File: src/rtl/fetch_prefetch_queue.sv
// fetch_prefetch_queue: sequential PC generator plus DEPTH-entry prefetch FIFO of {pc, instr}.
// Issues at most one instruction-memory request at a time (req/gnt, then in-order rvalid),
// and only when a FIFO slot is free, so a returning word always has room.
// Decode drains the FIFO head with valid/ready. A redirect flushes the FIFO and reloads the PC;
// a response still in flight at that moment is discarded via the DRAIN state.
// Handshakes: imem transfer on o_imem_req && i_imem_gnt; decode pop on o_dq_valid && i_dq_ready;
// a valid/req output, once raised, only drops after its transfer or a redirect/reset.
// Optional feature macro: FETCH_PERF_CNT_EN adds o_perf_fetched / o_perf_dropped counters.
module fetch_prefetch_queue #(
    parameter int unsigned     XLEN     = 32,
    parameter int unsigned     DEPTH    = 4,
    parameter logic [XLEN-1:0] RESET_PC = '0,
    parameter int unsigned     PC_STEP  = 4
) (
    input  logic            i_clk,
    input  logic            i_rst_n,
    output logic            o_imem_req,
    output logic [XLEN-1:0] o_imem_addr,
    input  logic            i_imem_gnt,
    input  logic            i_imem_rvalid,
    input  logic [XLEN-1:0] i_imem_rdata,
    input  logic            i_redirect_valid,
    input  logic [XLEN-1:0] i_redirect_pc,
    output logic            o_dq_valid,
    input  logic            i_dq_ready,
    output logic [XLEN-1:0] o_dq_instr,
    output logic [XLEN-1:0] o_dq_pc,
    output logic [XLEN-1:0] o_dq_pc_next,
    output logic [1:0]      o_dbg_state
`ifdef FETCH_PERF_CNT_EN
    ,
    output logic [31:0]     o_perf_fetched,
    output logic [31:0]     o_perf_dropped
`endif
);

    localparam int unsigned AW = (DEPTH > 1) ? $clog2(DEPTH) : 1;
    localparam int unsigned CW = AW + 1;

    localparam logic [1:0] S_IDLE  = 2'd0;
    localparam logic [1:0] S_WAIT  = 2'd1;
    localparam logic [1:0] S_DRAIN = 2'd2;

    localparam logic [XLEN-1:0] STEP = XLEN'(PC_STEP);

    logic [1:0]      r_state;
    logic [1:0]      w_state_nxt;
    logic [XLEN-1:0] r_fetch_pc;
    logic [XLEN-1:0] r_req_pc;
    logic [XLEN-1:0] r_mem_pc    [DEPTH];
    logic [XLEN-1:0] r_mem_instr [DEPTH];
    logic [AW-1:0]   r_wr_ptr;
    logic [AW-1:0]   r_rd_ptr;
    logic [CW-1:0]   r_count;

    logic            w_req;
    logic            w_fire;
    logic            w_push;
    logic            w_drop;
    logic            w_pop;
    logic            w_nonempty;
    logic            w_has_slot;

    assign w_has_slot = (r_count < CW'(DEPTH));
    assign w_nonempty = (r_count != '0);
    assign w_fire     = w_req && i_imem_gnt;
    // Redirect wins over decode: a pop in the redirect cycle is ignored.
    assign w_pop      = o_dq_valid && i_dq_ready;

    // FSM state register.
    always_ff @(posedge i_clk or negedge i_rst_n) begin
        if (!i_rst_n) begin
            r_state <= S_IDLE;
        end else begin
            r_state <= w_state_nxt;
        end
    end

    // FSM next-state: one outstanding request; DRAIN swallows a response orphaned by a redirect.
    always_comb begin
        w_state_nxt = r_state;
        case (r_state)
            S_IDLE: begin
                if (w_fire) begin
                    w_state_nxt = S_WAIT;
                end
            end
            S_WAIT: begin
                if (w_push || w_drop) begin
                    w_state_nxt = S_IDLE;
                end else if (i_redirect_valid) begin
                    w_state_nxt = S_DRAIN;
                end
            end
            S_DRAIN: begin
                if (w_drop) begin
                    w_state_nxt = S_IDLE;
                end
            end
            default: w_state_nxt = S_IDLE;
        endcase
    end

    // FSM outputs: request only with a free slot; push or drop the response depending on redirect.
    always_comb begin
        w_req  = 1'b0;
        w_push = 1'b0;
        w_drop = 1'b0;
        case (r_state)
            S_IDLE: begin
                // Gated by reset so the request port is quiet while reset is held.
                w_req = i_rst_n && w_has_slot && !i_redirect_valid;
            end
            S_WAIT: begin
                w_push = i_imem_rvalid && !i_redirect_valid;
                w_drop = i_imem_rvalid && i_redirect_valid;
            end
            S_DRAIN: begin
                w_drop = i_imem_rvalid;
            end
            default: begin
                w_req = 1'b0;
            end
        endcase
    end

    // Fetch PC: redirect reloads it, a granted request advances it (wrapping mod 2^XLEN).
    always_ff @(posedge i_clk or negedge i_rst_n) begin
        if (!i_rst_n) begin
            r_fetch_pc <= RESET_PC;
            r_req_pc   <= RESET_PC;
        end else begin
            if (i_redirect_valid) begin
                r_fetch_pc <= i_redirect_pc;
            end else if (w_fire) begin
                r_fetch_pc <= r_fetch_pc + STEP;
            end
            if (w_fire) begin
                r_req_pc <= r_fetch_pc;
            end
        end
    end

    // FIFO pointers and occupancy; redirect flushes, push and pop may coincide.
    always_ff @(posedge i_clk or negedge i_rst_n) begin
        if (!i_rst_n) begin
            r_wr_ptr <= '0;
            r_rd_ptr <= '0;
            r_count  <= '0;
        end else if (i_redirect_valid) begin
            r_wr_ptr <= '0;
            r_rd_ptr <= '0;
            r_count  <= '0;
        end else begin
            if (w_push) begin
                r_wr_ptr <= r_wr_ptr + AW'(1);
            end
            if (w_pop) begin
                r_rd_ptr <= r_rd_ptr + AW'(1);
            end
            case ({w_push, w_pop})
                2'b10:   r_count <= r_count + CW'(1);
                2'b01:   r_count <= r_count - CW'(1);
                default: r_count <= r_count;
            endcase
        end
    end

    // FIFO storage; contents are never visible while empty, so no reset is needed.
    always_ff @(posedge i_clk) begin
        if (w_push) begin
            r_mem_pc[r_wr_ptr]    <= r_req_pc;
            r_mem_instr[r_wr_ptr] <= i_imem_rdata;
        end
    end

    assign o_imem_req   = w_req;
    assign o_imem_addr  = r_fetch_pc;
    assign o_dq_valid   = w_nonempty && !i_redirect_valid;
    assign o_dq_instr   = w_nonempty ? r_mem_instr[r_rd_ptr] : '0;
    assign o_dq_pc      = w_nonempty ? r_mem_pc[r_rd_ptr] : '0;
    assign o_dq_pc_next = w_nonempty ? (r_mem_pc[r_rd_ptr] + STEP) : '0;
    assign o_dbg_state  = r_state;

`ifdef FETCH_PERF_CNT_EN
    logic [31:0] r_perf_fetched;
    logic [31:0] r_perf_dropped;
    logic [32:0] w_fetched_sum;
    logic [32:0] w_dropped_sum;

    // Dropped = discarded responses plus entries thrown away by a flush.
    assign w_fetched_sum = {1'b0, r_perf_fetched} + 33'(w_push);
    assign w_dropped_sum = {1'b0, r_perf_dropped} + 33'(w_drop)
                         + (i_redirect_valid ? 33'(r_count) : 33'd0);

    // Saturating performance counters.
    always_ff @(posedge i_clk or negedge i_rst_n) begin
        if (!i_rst_n) begin
            r_perf_fetched <= '0;
            r_perf_dropped <= '0;
        end else begin
            r_perf_fetched <= w_fetched_sum[32] ? 32'hFFFF_FFFF : w_fetched_sum[31:0];
            r_perf_dropped <= w_dropped_sum[32] ? 32'hFFFF_FFFF : w_dropped_sum[31:0];
        end
    end

    assign o_perf_fetched = r_perf_fetched;
    assign o_perf_dropped = r_perf_dropped;
`else
    // Counters not built in this configuration.
`endif

endmodule

File: config.mk
export PLATFORM = sky130hd
export DESIGN_NAME = fetch_prefetch_queue
export DESIGN_NICKNAME = d
export VERILOG_FILES = /design/src/rtl/fetch_prefetch_queue.sv
export SDC_FILE = /design/constraint.sdc
export NUM_CORES = 1
export LEC_CHECK = 0
export CAP_MARGIN = 25
export CORE_MARGIN = 10
export CORE_UTILIZATION = 49
export DETAILED_ROUTE_END_ITERATION = 7
export GPL_TIMING_DRIVEN = 0
export PLACE_DENSITY = 0.76
export SLEW_MARGIN = 20
export SYNTH_ARGS = -nofsm -noshare
export SYNTH_HDL_FRONTEND = slang
export SYNTH_SLANG_ARGS = --single-unit
File: constraint.sdc
create_clock -name i_clk -period 6.53 [get_ports i_clk]
set_input_delay 0.9795 -clock i_clk [delete_from_list [all_inputs] [get_ports i_clk]]
set_output_delay 0.9795 -clock i_clk [all_outputs]
set_load 0.01 [all_outputs]
# Word-level counts from Yosys, hierarchy flattened
# Memory sizes are Yosys's and may differ from the RTL's.
# Cells that the tools add are included.
# totals
register_bits	73
ram_bits	256
in_bits	70
out_inout_bits	132
word_cells	59
memories	2
# memory_table
name	words	width	read_ports	rd_ports_with_merged_regs	wr	line	text
r_mem_instr	4	32	1	0	1	51	logic [XLEN-1:0] r_mem_instr [DEPTH];
r_mem_pc	4	32	1	0	1	50	logic [XLEN-1:0] r_mem_pc [DEPTH];
# op_classes
addsub	6
n_lt_le_gt_ge	1
eq_ne	7
n_mux	21
reduce_logical	16
# ops
operator	n
$mux W32	5
$add A32 B3 Y32 const B	2
$mux W2	8
$logic_and A1 B1 Y1	7
$pmux W2 S3	1
$pmux W3 S2	1
$reduce_bool A2 Y1	3
$reduce_bool A3 Y1	2
$add A2 B1 Y2 const B	2
$eq A2 B1 Y1 const B	2
$eq A2 B2 Y1 const B	2
$mux W1	4
$ne A2 B2 Y1 const B	2
$add A3 B1 Y3 const B	1
$lt A3 B3 Y1 const B	1
$mux W3	1
$ne A3 B3 Y1 const B	1
$reduce_and A3 Y1	1
$sub A3 B1 Y3 const B	1
$logic_not A2 Y1	1
$pmux W1 S2	1
$logic_not A1 Y1	1
$logic_or A1 B1 Y1	1

# Logic depth before layout (Yosys ltp)
# logic_depth
ltp_word	7
depth_mapped	11
ltp_nobuf	10

# Worst setup path after synthesis
# OpenSTA, ideal clock, no wires.
# synth_path
path_kind	input to register
start	in i_redirect_valid
end	mem r_mem_instr[0][0] (enable)
setup_ns	0.578
arrival_time_ns	6.094
required_ns	5.952
slack_ns	-0.142
path_stages	3
n_path_buf	2
cell_sequence	clkbuf_1 -> clkbuf_1 -> nor3b_1
# synth_via
elab_chain_len	5
# synth_lines
item	line	text
start: declaration	22	input logic i_redirect_valid,
$logic_not A1 Y1	115	w_push = i_imem_rvalid && !i_redirect_valid;
$logic_and A1 B1 Y1	115	
$mux W1	109	case (r_state)
$mux W1	171	if (w_push) begin
$mux W1 (not written as such)	173	r_mem_instr[r_wr_ptr] <= i_imem_rdata;
end: declaration	51	
# Every way passes these cells.

# Worst setup path in the final report
# layout_path
start	reg r_rd_ptr[1]
end	out o_dq_pc_next[1]
# layout_via
elab_chain_len	3
# layout_lines
item	line	text
start: declaration	53	logic [AW-1:0] r_rd_ptr;
start signal: assignment	159	r_rd_ptr <= r_rd_ptr + AW'(1);
$mem_v2 Z4 W32	-	
$add A32 B3 Y32	182	assign o_dq_pc_next = w_nonempty ? (r_mem_pc[r_rd_ptr] + STEP) : '0;
$mux W32	182	
end: declaration	28	output logic [XLEN-1:0] o_dq_pc_next,
# Every way passes these cells.

==> impl_metrics.csv <==
group,metric,value,unit
status,status,"completed",
place,portBuffers,200,
sta,timing.final.crit_share,77.8,%
yosys,synth_ff_type,"edfxtp_1",
cts,ctsHtreeMaxLevel,2,
cts,postCtsResizedCells,0,
yosys,muxShareOfSynthArea,11.4,%
worst_setup_path,worstPathRequired,5550,ps
grt,grt_use_met1,25.4,%
route,drt_iter0_markers,691,
grt,grt_max_degree,48,
cells_and_area,fin_nets,1311,
worst_setup_path,cp-start-kind,"flip-flop",
sta,rsz0062_at_grt,"no",
worst_setup_path,arrival,4100,ps
cts,cts_tree,"done",
die,die_w,190,um
route,drtPass1Iterations,5,
yosys,ys_seq_elements,329,
yosys,synth_top_family_by_area,"simple AND/OR/NAND/NOR gates",
grt,antenna_found_initial,0,
job,cap_viol_max_count,0,
power,ir_drop,0.000201,V
yosys,synthCells,959,
route,vias,9282,
route,routedWlPerCell,22.1,um
die,rows,62,
die,core,0.0286,mm2
yosys,synth_xor_area_share,0.866,%
yosys,async_flop_share,22.2,%
cts,cts.clk_slew.worst_paths,60,ps
place,place.gp.congestion,0.897,
grt,grt_usage,19.9,%
cts,postCtsSetupRepairBufs,0,
sta,relSlewSlack,31.7,%
power,p_per_area,407,mW/mm2
yosys,synth_compound_area_share,4.65,%
place,dp_hpwl,26600,um
sta,hold_viol,0,
grt,gr-usage-met2,33.6,%
cts,ctsLongestPathBuffers,3,
yosys,synth_area,0.0142,mm2
die,start_util,49.4,%
yosys,synth_top_area_cell,"edfxtp_1",
sta,hold_slack,394,ps
cts,clock_latency,520,ps
cts,cts_sinks,329,
yosys,synth_edf_count,256,
grt,grt-busiest-layer,"met2",
yosys,synth_warnings,0,
worst_setup_path,cp_max_fo,10,
die,die_h,190,um
grt,grt_pass1_wl,56100,um
sta,tightest_slew,1010,ps
die,pin_count,202,
cells_and_area,areaGrowthSynthToFinish,27.9,%
yosys,synth-simple-area-share,12.5,%
yosys,synth_cell_types,58,
yosys,ys_seq_area_share,67.2,%
yosys,synthTopCellsByArea,"edfxtp_1 54%, dfrtp_1 13%, mux4_2 10%",
cts,root_buffer,"clkbuf_16",
cells_and_area,n_antenna_cell,0,
grt,grt-ovfl-total,0,
sta,fmax,197,MHz
yosys,synth_area_per_cell,14.8,um2
grt,grt_pass1_vias,9666,
worst_hold_path,hold_class,"in2async",
route,vias_per_cell,5.66,
cells_and_area,drive_gt1_share,14.3,%
sta,drv_slew,0,
route,drtAntennaViolNets,0,
grt,grtUsageMet3,4.78,%
worst_setup_path,crit_type,"reg2out",
sta,post-route-min-period,5080,ps
route,drt_drc_violations_left,0,
sta,setup-violations-final,0,
yosys,syn_nets,1039,
power,p_leak,6.38,nW
sta,fin_worst_skew,15.9,ps
cts,cts_buffers,35,
cells_and_area,fillers,2092,
cts,cts_hold_buf,0,
power,power,7.36,mW
route,wl,36200,um
yosys,synth_top_area_share,54.3,%
yosys,synth_fa_ha_area_share,0.937,%
die,dieArea,0.0361,mm2
worst_setup_path,endpoint_kind,"output pin",
==> logic make-up (layout without fill, tap and decap cells) <==
kind of cell / after synthesis / count (layout)
AO/OA/AOI/OAI: 101 / 101
XOR/XNOR: 14 / 14
adder cells (fa/ha/maj): 10 / 10
buffers and inverters: 75 / 371
flip-flops: 329 / 329
multiplexers: 80 / 80
AND/OR/NAND/NOR: 350 / 350
==> synth_stat cells, drive strengths merged, types with 10 or more instances <==
master / instances
edfxtp: 256
nand2: 137
dfrtp: 73
and2: 65
mux4: 64
nor2: 49
o21ai: 41
clkbuf: 36
nand3: 22
inv: 20
buf: 19
a21oi: 16
nor3: 16
mux2: 14
nand4: 13
nor4: 13
o311ai: 10
==> per-stage QoR <==
stage	std cells	cell area [um2]	setup TNS, ps	worst slack (ps)	util (%)
floorplan	959	14200	-36360	-142	-
global placement	1543	16600	-1154590	-4560	58.1
detailed placement	1578	17000	0	1910	59.3
CTS	1639	18100	0	1360	63.2
global route	1639	18100	0	1240	63.2
finish	1639	18100	0	1450	63.2
==> per-layer routing <==
layer / part of all wire, % / wire, um
met5: 0 / 0
met4: 1.6 / 563
met3: 8.4 / 3030
met2: 50 / 18000
met1: 40 / 14600
==> critical path, cell delays in order (launching register included) <==
cell,delay (ps)
dfrtp_1,340
buf_2,270
buf_1,570
clkbuf_1,540
clkbuf_1,640
mux4_2,400
and2_1,220
buf_4,140
clkdlybuf4s50_1,470
==> sequential cells by signal, summed over array words and instances, names as in the netlist <==
signal	flops
o_dbg_state	2
o_imem_addr	32
r_count	3
r_mem_instr	128
r_mem_pc	128
r_rd_ptr	2
r_req_pc	32
r_wr_ptr	2
==> final timing paths <==
kind	cells past startpoint	end	startpoint	slack, ps
max in group asynchronous	2	o_imem_addr[29]$_DFFE_PN0N_	i_rst_n	5540
setup / recovery	8	o_dq_pc_next[1]	r_rd_ptr[1]$_DFFE_PN0P_	1450
hold reg to reg	0	r_mem_pc[2][11]$_DFFE_PP_	r_req_pc[11]$_DFFE_PN0P_	530
min in group i_clk	0	r_mem_pc[2][11]$_DFFE_PP_	r_req_pc[11]$_DFFE_PN0P_	530
setup reg to reg	9	o_imem_addr[7]$_DFFE_PN0N_	o_dbg_state[0]$_DFFE_PN0P_	3270
hold / removal	1	o_imem_addr[4]$_DFFE_PN0N_	i_rst_n	390
==> report_power, final <==
part | total (mW) | switching, mW | internal, mW
Sequential | 2.82 | 0.244 | 2.57
Clock | 1.92 | 0.782 | 1.14
Combinational | 2.62 | 1.31 | 1.31
==> cell type report <==
| cell class | instances | area, um2 | area share [%] |
|---|---|---|---|
| Buffer | 55 | 260 | 1.44 |
| Clock buffer | 44 | 941 | 5.20 |
| Clock inverter | 17 | 171 | 0.947 |
| Inverter | 20 | 75.1 | 0.415 |
| Multi-Input combinational cell | 555 | 4330 | 23.9 |
| Sequential cell | 329 | 9510 | 52.6 |
| Tap cell | 384 | 480 | 2.65 |
| Timing Repair Buffer | 235 | 2330 | 12.9 |
==> cell usage in the layout, fill, tap and decap left out, drive strengths merged, types with 3 or more instances in the layout <==
| master | n |
|---|---|
| a21oi | 16 |
| a221o | 8 |
| a31oi | 5 |
| a41oi | 3 |
| and2 | 65 |
| and3 | 6 |
| and4 | 5 |
| buf | 55 |
| bufinv | 3 |
| clkbuf | 80 |
| clkdlybuf4s50 | 199 |
| clkinv | 13 |
| dfrtp | 73 |
| edfxtp | 256 |
| ha | 9 |
| inv | 21 |
| mux2 | 14 |
| mux4 | 64 |
| nand2 | 137 |
| nand3 | 22 |
| nand4 | 13 |
| nor2 | 49 |
| nor3 | 16 |
| nor3b | 8 |
| nor4 | 13 |
| o21ai | 41 |
| o311ai | 10 |
| or3 | 8 |
| xnor2 | 9 |
| xor2 | 5 |
Note: power is estimated with default switching activity, not from simulation.
